--- src/rtl/imm_pkg.sv ---
// Immediate format codes and range helpers shared by the encoder and the core's decoder.
package imm_pkg;

    typedef enum logic [2:0] {
        IMM_I = 3'b000,
        IMM_J = 3'b001,
        IMM_S = 3'b010,
        IMM_B = 3'b011,
        IMM_U = 3'b100
    } imm_type_e;

    localparam int unsigned IMM_I_W   = 12;
    localparam int unsigned IMM_S_W   = 12;
    localparam int unsigned IMM_B_W   = 13;
    localparam int unsigned IMM_J_W   = 21;
    localparam int unsigned IMM_U_LSB = 12;

    // True when v is representable as a w-bit two's-complement value.
    function automatic logic sign_fits(input logic [31:0] v, input int unsigned w);
        logic signed [31:0] s;
        s = $signed(v) >>> (w - 1);
        return (s == '0) || (s == '1);
    endfunction

endpackage

--- src/rtl/imm_enc_if.sv ---
// Request and result handshake bundle of the immediate encoder.
interface imm_enc_if #(
    parameter int unsigned ADDR_W = 32
) ();
    logic              in_valid;
    logic              in_ready;
    logic [2:0]        in_fmt;
    logic [31:0]       in_tmpl;
    logic [31:0]       in_imm;
    logic              out_valid;
    logic              out_ready;
    logic [31:0]       out_inst;
    logic [ADDR_W-1:0] out_addr;

    modport master (
        output in_valid, in_fmt, in_tmpl, in_imm, out_ready,
        input  in_ready, out_valid, out_inst, out_addr
    );

    modport slave (
        input  in_valid, in_fmt, in_tmpl, in_imm, out_ready,
        output in_ready, out_valid, out_inst, out_addr
    );
endinterface

--- src/rtl/imm_pack.sv ---
// Combinational packer: places the immediate into RV32I fields and range-checks it.
module imm_pack
    import imm_pkg::*;
(
    input  logic [2:0]  fmt,
    input  logic [31:0] tmpl,
    input  logic [31:0] imm,
    output logic [31:0] inst,
    output logic        range_err
);

    always_comb begin
        inst      = tmpl;
        range_err = 1'b0;
        case (fmt)
            IMM_I: begin
                inst[31:20] = imm[11:0];
                range_err   = !sign_fits(imm, IMM_I_W);
            end
            IMM_S: begin
                inst[31:25] = imm[11:5];
                inst[11:7]  = imm[4:0];
                range_err   = !sign_fits(imm, IMM_S_W);
            end
            IMM_B: begin
                inst[31]    = imm[12];
                inst[30:25] = imm[10:5];
                inst[11:8]  = imm[4:1];
                inst[7]     = imm[11];
                range_err   = !sign_fits(imm, IMM_B_W) || imm[0];
            end
            IMM_U: begin
                inst[31:12] = imm[31:12];
                range_err   = (imm[IMM_U_LSB-1:0] != '0);
            end
            IMM_J: begin
                inst[31]    = imm[20];
                inst[30:21] = imm[10:1];
                inst[20]    = imm[11];
                inst[19:12] = imm[19:12];
                range_err   = !sign_fits(imm, IMM_J_W) || imm[0];
            end
            default: range_err = 1'b1;
        endcase
    end

endmodule

--- src/rtl/imm_enc.sv ---
// Immediate encoder top: packer, sequential address tagging, error counter and 2-entry output FIFO.
module imm_enc
    import imm_pkg::*;
#(
    parameter int unsigned       ADDR_W    = 32,
    parameter logic [ADDR_W-1:0] BASE_ADDR = '0,
    parameter int unsigned       ERR_CNT_W = 8
) (
    input  logic                 clk,
    input  logic                 rst_n,
    input  logic                 flush,
    imm_enc_if.slave             bus,
    output logic                 err_pulse,
    output logic [ERR_CNT_W-1:0] err_count
);

    logic [31:0]       pack_inst;
    logic              pack_err;
    logic [1:0]        count;
    logic [31:0]       head_inst, tail_inst;
    logic [ADDR_W-1:0] head_addr, tail_addr, addr_cnt;
    logic              accept, push, pop;

    imm_pack u_pack (
        .fmt       (bus.in_fmt),
        .tmpl      (bus.in_tmpl),
        .imm       (bus.in_imm),
        .inst      (pack_inst),
        .range_err (pack_err)
    );

    assign bus.in_ready  = (count != 2'd2);
    assign bus.out_valid = (count != 2'd0);
    assign bus.out_inst  = head_inst;
    assign bus.out_addr  = head_addr;

    assign accept = bus.in_valid && bus.in_ready;
    assign push   = accept && !pack_err;
    assign pop    = bus.out_valid && bus.out_ready;

    always_ff @(posedge clk or negedge rst_n) begin
        if (!rst_n) begin
            count     <= '0;
            head_inst <= '0;
            head_addr <= BASE_ADDR;
            tail_inst <= '0;
            tail_addr <= BASE_ADDR;
            addr_cnt  <= BASE_ADDR;
            err_pulse <= 1'b0;
            err_count <= '0;
        end else if (flush) begin
            count     <= '0;
            addr_cnt  <= BASE_ADDR;
            err_pulse <= 1'b0;
            err_count <= '0;
        end else begin
            err_pulse <= accept && pack_err;
            if (accept && pack_err && (err_count != '1))
                err_count <= err_count + 1'b1;
            if (push)
                addr_cnt <= addr_cnt + ADDR_W'(4);

            // Head is the registered output; a push lands in head whenever head is free or leaving.
            case (count)
                2'd0: if (push) begin
                    head_inst <= pack_inst;
                    head_addr <= addr_cnt;
                    count     <= 2'd1;
                end
                2'd1: begin
                    if (push && pop) begin
                        head_inst <= pack_inst;
                        head_addr <= addr_cnt;
                    end else if (push) begin
                        tail_inst <= pack_inst;
                        tail_addr <= addr_cnt;
                        count     <= 2'd2;
                    end else if (pop) begin
                        count <= 2'd0;
                    end
                end
                default: if (pop) begin
                    head_inst <= tail_inst;
                    head_addr <= tail_addr;
                    count     <= 2'd1;
                end
            endcase
        end
    end

endmodule

--- src/flat_wrapper.sv ---
// flat-port wrapper written by rule: the top's interface ports become plain ports
module imm_enc_flat import imm_pkg::*;
#(
    parameter int unsigned       ADDR_W    = 32,
    parameter logic [ADDR_W-1:0] BASE_ADDR = '0,
    parameter int unsigned       ERR_CNT_W = 8
)
  (clk, rst_n, flush, err_pulse, err_count, bus_in_valid, bus_in_fmt, bus_in_tmpl, bus_in_imm, bus_out_ready, bus_in_ready, bus_out_valid, bus_out_inst, bus_out_addr);
  imm_enc_if #(.ADDR_W(ADDR_W)) bus_i ();
  input  logic clk;
  input  logic rst_n;
  input  logic flush;
  output logic err_pulse;
  output logic [ERR_CNT_W-1:0] err_count;
  input wire logic [$bits(bus_i.in_valid)-1:0] bus_in_valid;
  input wire logic [$bits(bus_i.in_fmt)-1:0] bus_in_fmt;
  input wire logic [$bits(bus_i.in_tmpl)-1:0] bus_in_tmpl;
  input wire logic [$bits(bus_i.in_imm)-1:0] bus_in_imm;
  input wire logic [$bits(bus_i.out_ready)-1:0] bus_out_ready;
  output wire logic [$bits(bus_i.in_ready)-1:0] bus_in_ready;
  output wire logic [$bits(bus_i.out_valid)-1:0] bus_out_valid;
  output wire logic [$bits(bus_i.out_inst)-1:0] bus_out_inst;
  output wire logic [$bits(bus_i.out_addr)-1:0] bus_out_addr;
  assign bus_i.in_valid = bus_in_valid;
  assign bus_i.in_fmt = bus_in_fmt;
  assign bus_i.in_tmpl = bus_in_tmpl;
  assign bus_i.in_imm = bus_in_imm;
  assign bus_i.out_ready = bus_out_ready;
  assign bus_in_ready = bus_i.in_ready;
  assign bus_out_valid = bus_i.out_valid;
  assign bus_out_inst = bus_i.out_inst;
  assign bus_out_addr = bus_i.out_addr;
  imm_enc #(.ADDR_W(ADDR_W), .BASE_ADDR(BASE_ADDR), .ERR_CNT_W(ERR_CNT_W)) u_core (.clk(clk), .rst_n(rst_n), .flush(flush), .bus(bus_i), .err_pulse(err_pulse), .err_count(err_count));
endmodule
--- config.mk ---
export PLATFORM = sky130hd
export DESIGN_NAME = imm_enc_flat
export DESIGN_NICKNAME = d
export VERILOG_FILES = /design/src/rtl/imm_pkg.sv /design/src/rtl/imm_enc_if.sv /design/src/rtl/imm_pack.sv /design/src/rtl/imm_enc.sv /design/src/flat_wrapper.sv
export SDC_FILE = /design/constraint.sdc
export NUM_CORES = 1
export LEC_CHECK = 0
export BUFFER_PORTS_ARGS = -buffer_cell sky130_fd_sc_hd__buf_4
export CORE_AREA = 10 10 141 143
export CTS_BUF_LIST = sky130_fd_sc_hd__clkbuf_2 sky130_fd_sc_hd__clkbuf_4 sky130_fd_sc_hd__clkbuf_8
export CTS_CLUSTER_DIAMETER = 100
export DETAILED_ROUTE_END_ITERATION = 7
export DIE_AREA = 0 0 151 153
export PLACE_DENSITY = 0.71
export SLEW_MARGIN = 25
export SYNTH_ARGS = -nofsm -noshare
export SYNTH_HDL_FRONTEND = slang
export SYNTH_SLANG_ARGS = --single-unit
--- constraint.sdc ---
create_clock -name clk -period 2.1 [get_ports clk]
set_input_delay 0.42 -clock clk [delete_from_list [all_inputs] [get_ports clk]]
set_output_delay 0.42 -clock clk [all_outputs]
set_load 0.03 [all_outputs]
==> flow_summary.yaml <==
floorplanning:
  start_util: 0.4725
  num_rows: 48
  ios: 147
  die_w_um: 151
  coreArea_mm2: 0.01706
  die-area_mm2: 0.02310
  die_h_um: 153
finish:
  mostFrequentLayoutCell: "buf_4"
  drive_above_1_share: 0.3682
  n_antenna_cell: 0
  seq_area_mm2: 0.004129
  nFillCells: 1450
  layout_common_cells: "buf_4, dfrtp_1, o22ai_1, a21oi_1, mux2_2"
  nets: 1055
  syn2layout_area_growth_pct: 30.57
  multi_input_area_mm2: 0.003782
cts:
  cts.sinks: 165
  clock-root-buffer: "clkbuf_8"
  path_clk_slew_ns: 0.09
  h-tree-depth: 4
  clkLatencyLatePin_ns: 0.47
  cts_buffers: 17
  clockBufferDepth: 2
  cts_tree: "done"
synth:
  synth.distinct_cells: 59
  synth-edff-count: 0
  yosys_register_bits: 165
  synthTopCellsByArea: "dfrtp_1, mux2_2, o22ai_1, a21oi_1, o21ai_0"
  yosysTopAreaCellShare: 0.5123
  ys_seq_area_frac: 0.5123
  synth_cells: 786
  ys.warnings.count: 0
  ys_async_sr_fraction: 1.000
  syn_avg_cell_area_um2: 10.25
  yosys.area.top_type: "dfrtp_1"
  synth_area_mm2: 0.008059
  synth_ff_type: "dfrtp_1"
power_and_ir_drop:
  peakVddDrop_mv: 0.5730
  p_switching_w: 0.002161
  seq_power_share: 0.477
  p_leak_nw: 4.806
  p_comb_frac: 0.184
  switching_share: 0.2953
  power_density_mw_per_mm2: 695.2
  p_clk_frac: 0.339
  internal_power_w: 0.005155
detailed_routing:
  routed-via-count: 7236
  finalWirelength_um: 23560
  avgRoutedWirePerCell_um: 19.32
  firstDrtPassIters: 5
  drc: 0
  ant_nets: 0
  routed_via_density: 5.936
  drtIter0Drc: 528
timing:
  grt_setup_unrepaired: "true"
  worstMarginPinSlew_ns: 0.5289
  layout_setup_ws_ns: 0.06884
  drv_slew: 0
  hold_violations: 0
  timing.final.crit_period_ns: 2.031
  skew_ns: 0.01098
  clock.fmax_mhz: 492.3
  final.setup.tns_ns: 0
  period_share: 0.9672
  setup_viol: 0
  relSlewSlack: 0.6461
hold_path:
  hp-class: "in -> reg"
global_route:
  grt_pass1_vias: 7165
  track_usage: 0.2011
  antenna_found_initial: 0
  grt_max_degree: 61
  grt_pass1_wl_um: 37970
  grt_overflow: 0
setup_path:
  cpPeakStageDelay_ns: 0.36
  crit_buf_inv: 0
  critPathLaunchType: "register"
  crit_arrival_ns: 2.42
  crit_slowest_cell: "nor4_4"
  cp-end-kind: "register"
  cp.required_ns: 2.49
  path_delay_family: "simple AND/OR/NAND/NOR gates"
  path_class: "reg -> reg"
  path_max_fanout: 3
  cpMostUsedCell: "or3_1"
  path_cells: "nand4_1 -> nor4_4 -> and3_4 -> nand3_2 -> or3_1 -> or3_1 -> a21oi_1"
placement:
  hpwlAfterDp_um: 16760
  port_buffers: 144
  gp_congestion: 0.8706
  place_ws_ns: -0.3849
job:
  drv_cap: 0
run_status:
  outcome: "completed"
## state kept, by name, summed over array words and instances, names as in the netlist
| register | flops |
|---|---|
| u_core.bus.out_inst | 32 |
| u_core.tail_inst | 32 |
| u_core.addr_cnt | 30 |
| u_core.bus.out_addr | 30 |
| u_core.tail_addr | 30 |
| u_core.err_count | 8 |
| u_core.count | 2 |
| u_core.err_pulse | 1 |
## metal layers
layer	vias to the layer above	routed length [um]	share of wire	track usage
li1	3391	-	-	-
met1	3613	10380	0.44	0.2686
met2	193	11260	0.48	0.3124
met3	39	1363	0.058	0.04694
met4	0	548	0.023	0.06878
met5	-	0	0	0
## layout make-up
cell class / instances / share of cell area
Sequential cell: 165 / 0.3924
Multi-Input combinational cell: 547 / 0.3595
Timing Repair Buffer: 237 / 0.1768
Tap cell: 225 / 0.02675
Clock buffer: 19 / 0.02366
Clock inverter: 13 / 0.01629
Inverter: 13 / 0.004637
## power groups by stage
| stage | clock (W) | sequential, W | combinational, W |
|---|---|---|---|
| final | 0.00248 | 0.00349 | 0.00135 |
| after global routing | 0.00263 | 0.00351 | 0.00146 |
| after CTS | 0.00251 | 0.00349 | 0.00135 |
| after detailed placement | 0 | 0.00355 | 0.00134 |
| after global placement | 0 | 0.00354 | 0.00132 |
| after floorplan | 0 | 0.00376 | 0.000499 |
## stage by stage
stage	std cells	area, um^2	total power (W)	hold slack, ns	util
detailed placement	1182	10020	0.004890	0.3437	0.5876
floorplan	787	8179	0.004263	0.1244	-
global placement	1182	10020	0.004857	0.3439	0.5876
CTS	1215	10450	0.007349	0.1055	0.6128
finish	1219	10520	0.007316	0.1363	0.6169
global route	1219	10520	0.007608	0.1309	0.6169
## timing repair
action	4_1_cts	5_1_grt
hold endpoints to repair	33	0
gates resized for setup	1	7
pin swaps	0	4
endpoints found under the setup margin	1	49
buffers inserted	0	4
hold buffers	1	0
## synthesized netlist by cell type (3+ instances only)
| cell type | n |
|---|---|
| nor2b_1 | 6 |
| nand2_1 | 39 |
| a21oi_1 | 89 |
| nand4_1 | 17 |
| mux2i_1 | 4 |
| a22o_1 | 4 |
| and4_1 | 3 |
| clkbuf_1 | 39 |
| o31ai_1 | 7 |
| o22ai_1 | 116 |
| buf_4 | 3 |
| xor2_1 | 5 |
| or3_1 | 13 |
| o21ai_0 | 46 |
| xnor2_1 | 4 |
| nand3_1 | 21 |
| o2bb2ai_1 | 9 |
| a22oi_1 | 6 |
| nor2_1 | 23 |
| or4_1 | 9 |
| o21a_1 | 3 |
| nor3_1 | 7 |
| mux2_2 | 66 |
| dfrtp_1 | 165 |
| nor4_1 | 13 |
| buf_2 | 19 |
| inv_1 | 12 |
## worst paths after layout
path                                            to                 start  depth (start not counted)  slack, ns
hold / removal                     u_core.count[1]         bus_out_ready                          2       0.14
max in group asynchronous  u_core.bus.out_addr[17]                 rst_n                          3       1.03
setup / recovery               u_core.addr_cnt[30]   u_core.addr_cnt[19]                          7       0.07
setup reg to reg               u_core.addr_cnt[30]   u_core.addr_cnt[19]                          7       0.07
min in group asynchronous     u_core.tail_inst[13]                 rst_n                          2       0.41
hold reg to reg               u_core.tail_addr[15]  u_core.tail_addr[15]                          2       0.49
## logic make-up (layout without fill, tap and decap cells)
group / Yosys count / count (layout) / synth area share
muxes: 70 / 70 / 0.09719
xor gates and xnor gates: 9 / 9 / 0.009780
DFF: 165 / 165 / 0.5123
AOI/OAI and AO/OA: 291 / 291 / 0.2157
other: 1 / 2 / 0.0004653
buffers and inverters: 75 / 282 / 0.03943
adders and majority gates: 2 / 2 / 0.003105
and+or+nand+nor: 173 / 173 / 0.1220
Note: power is estimated with default switching activity, not from simulation.
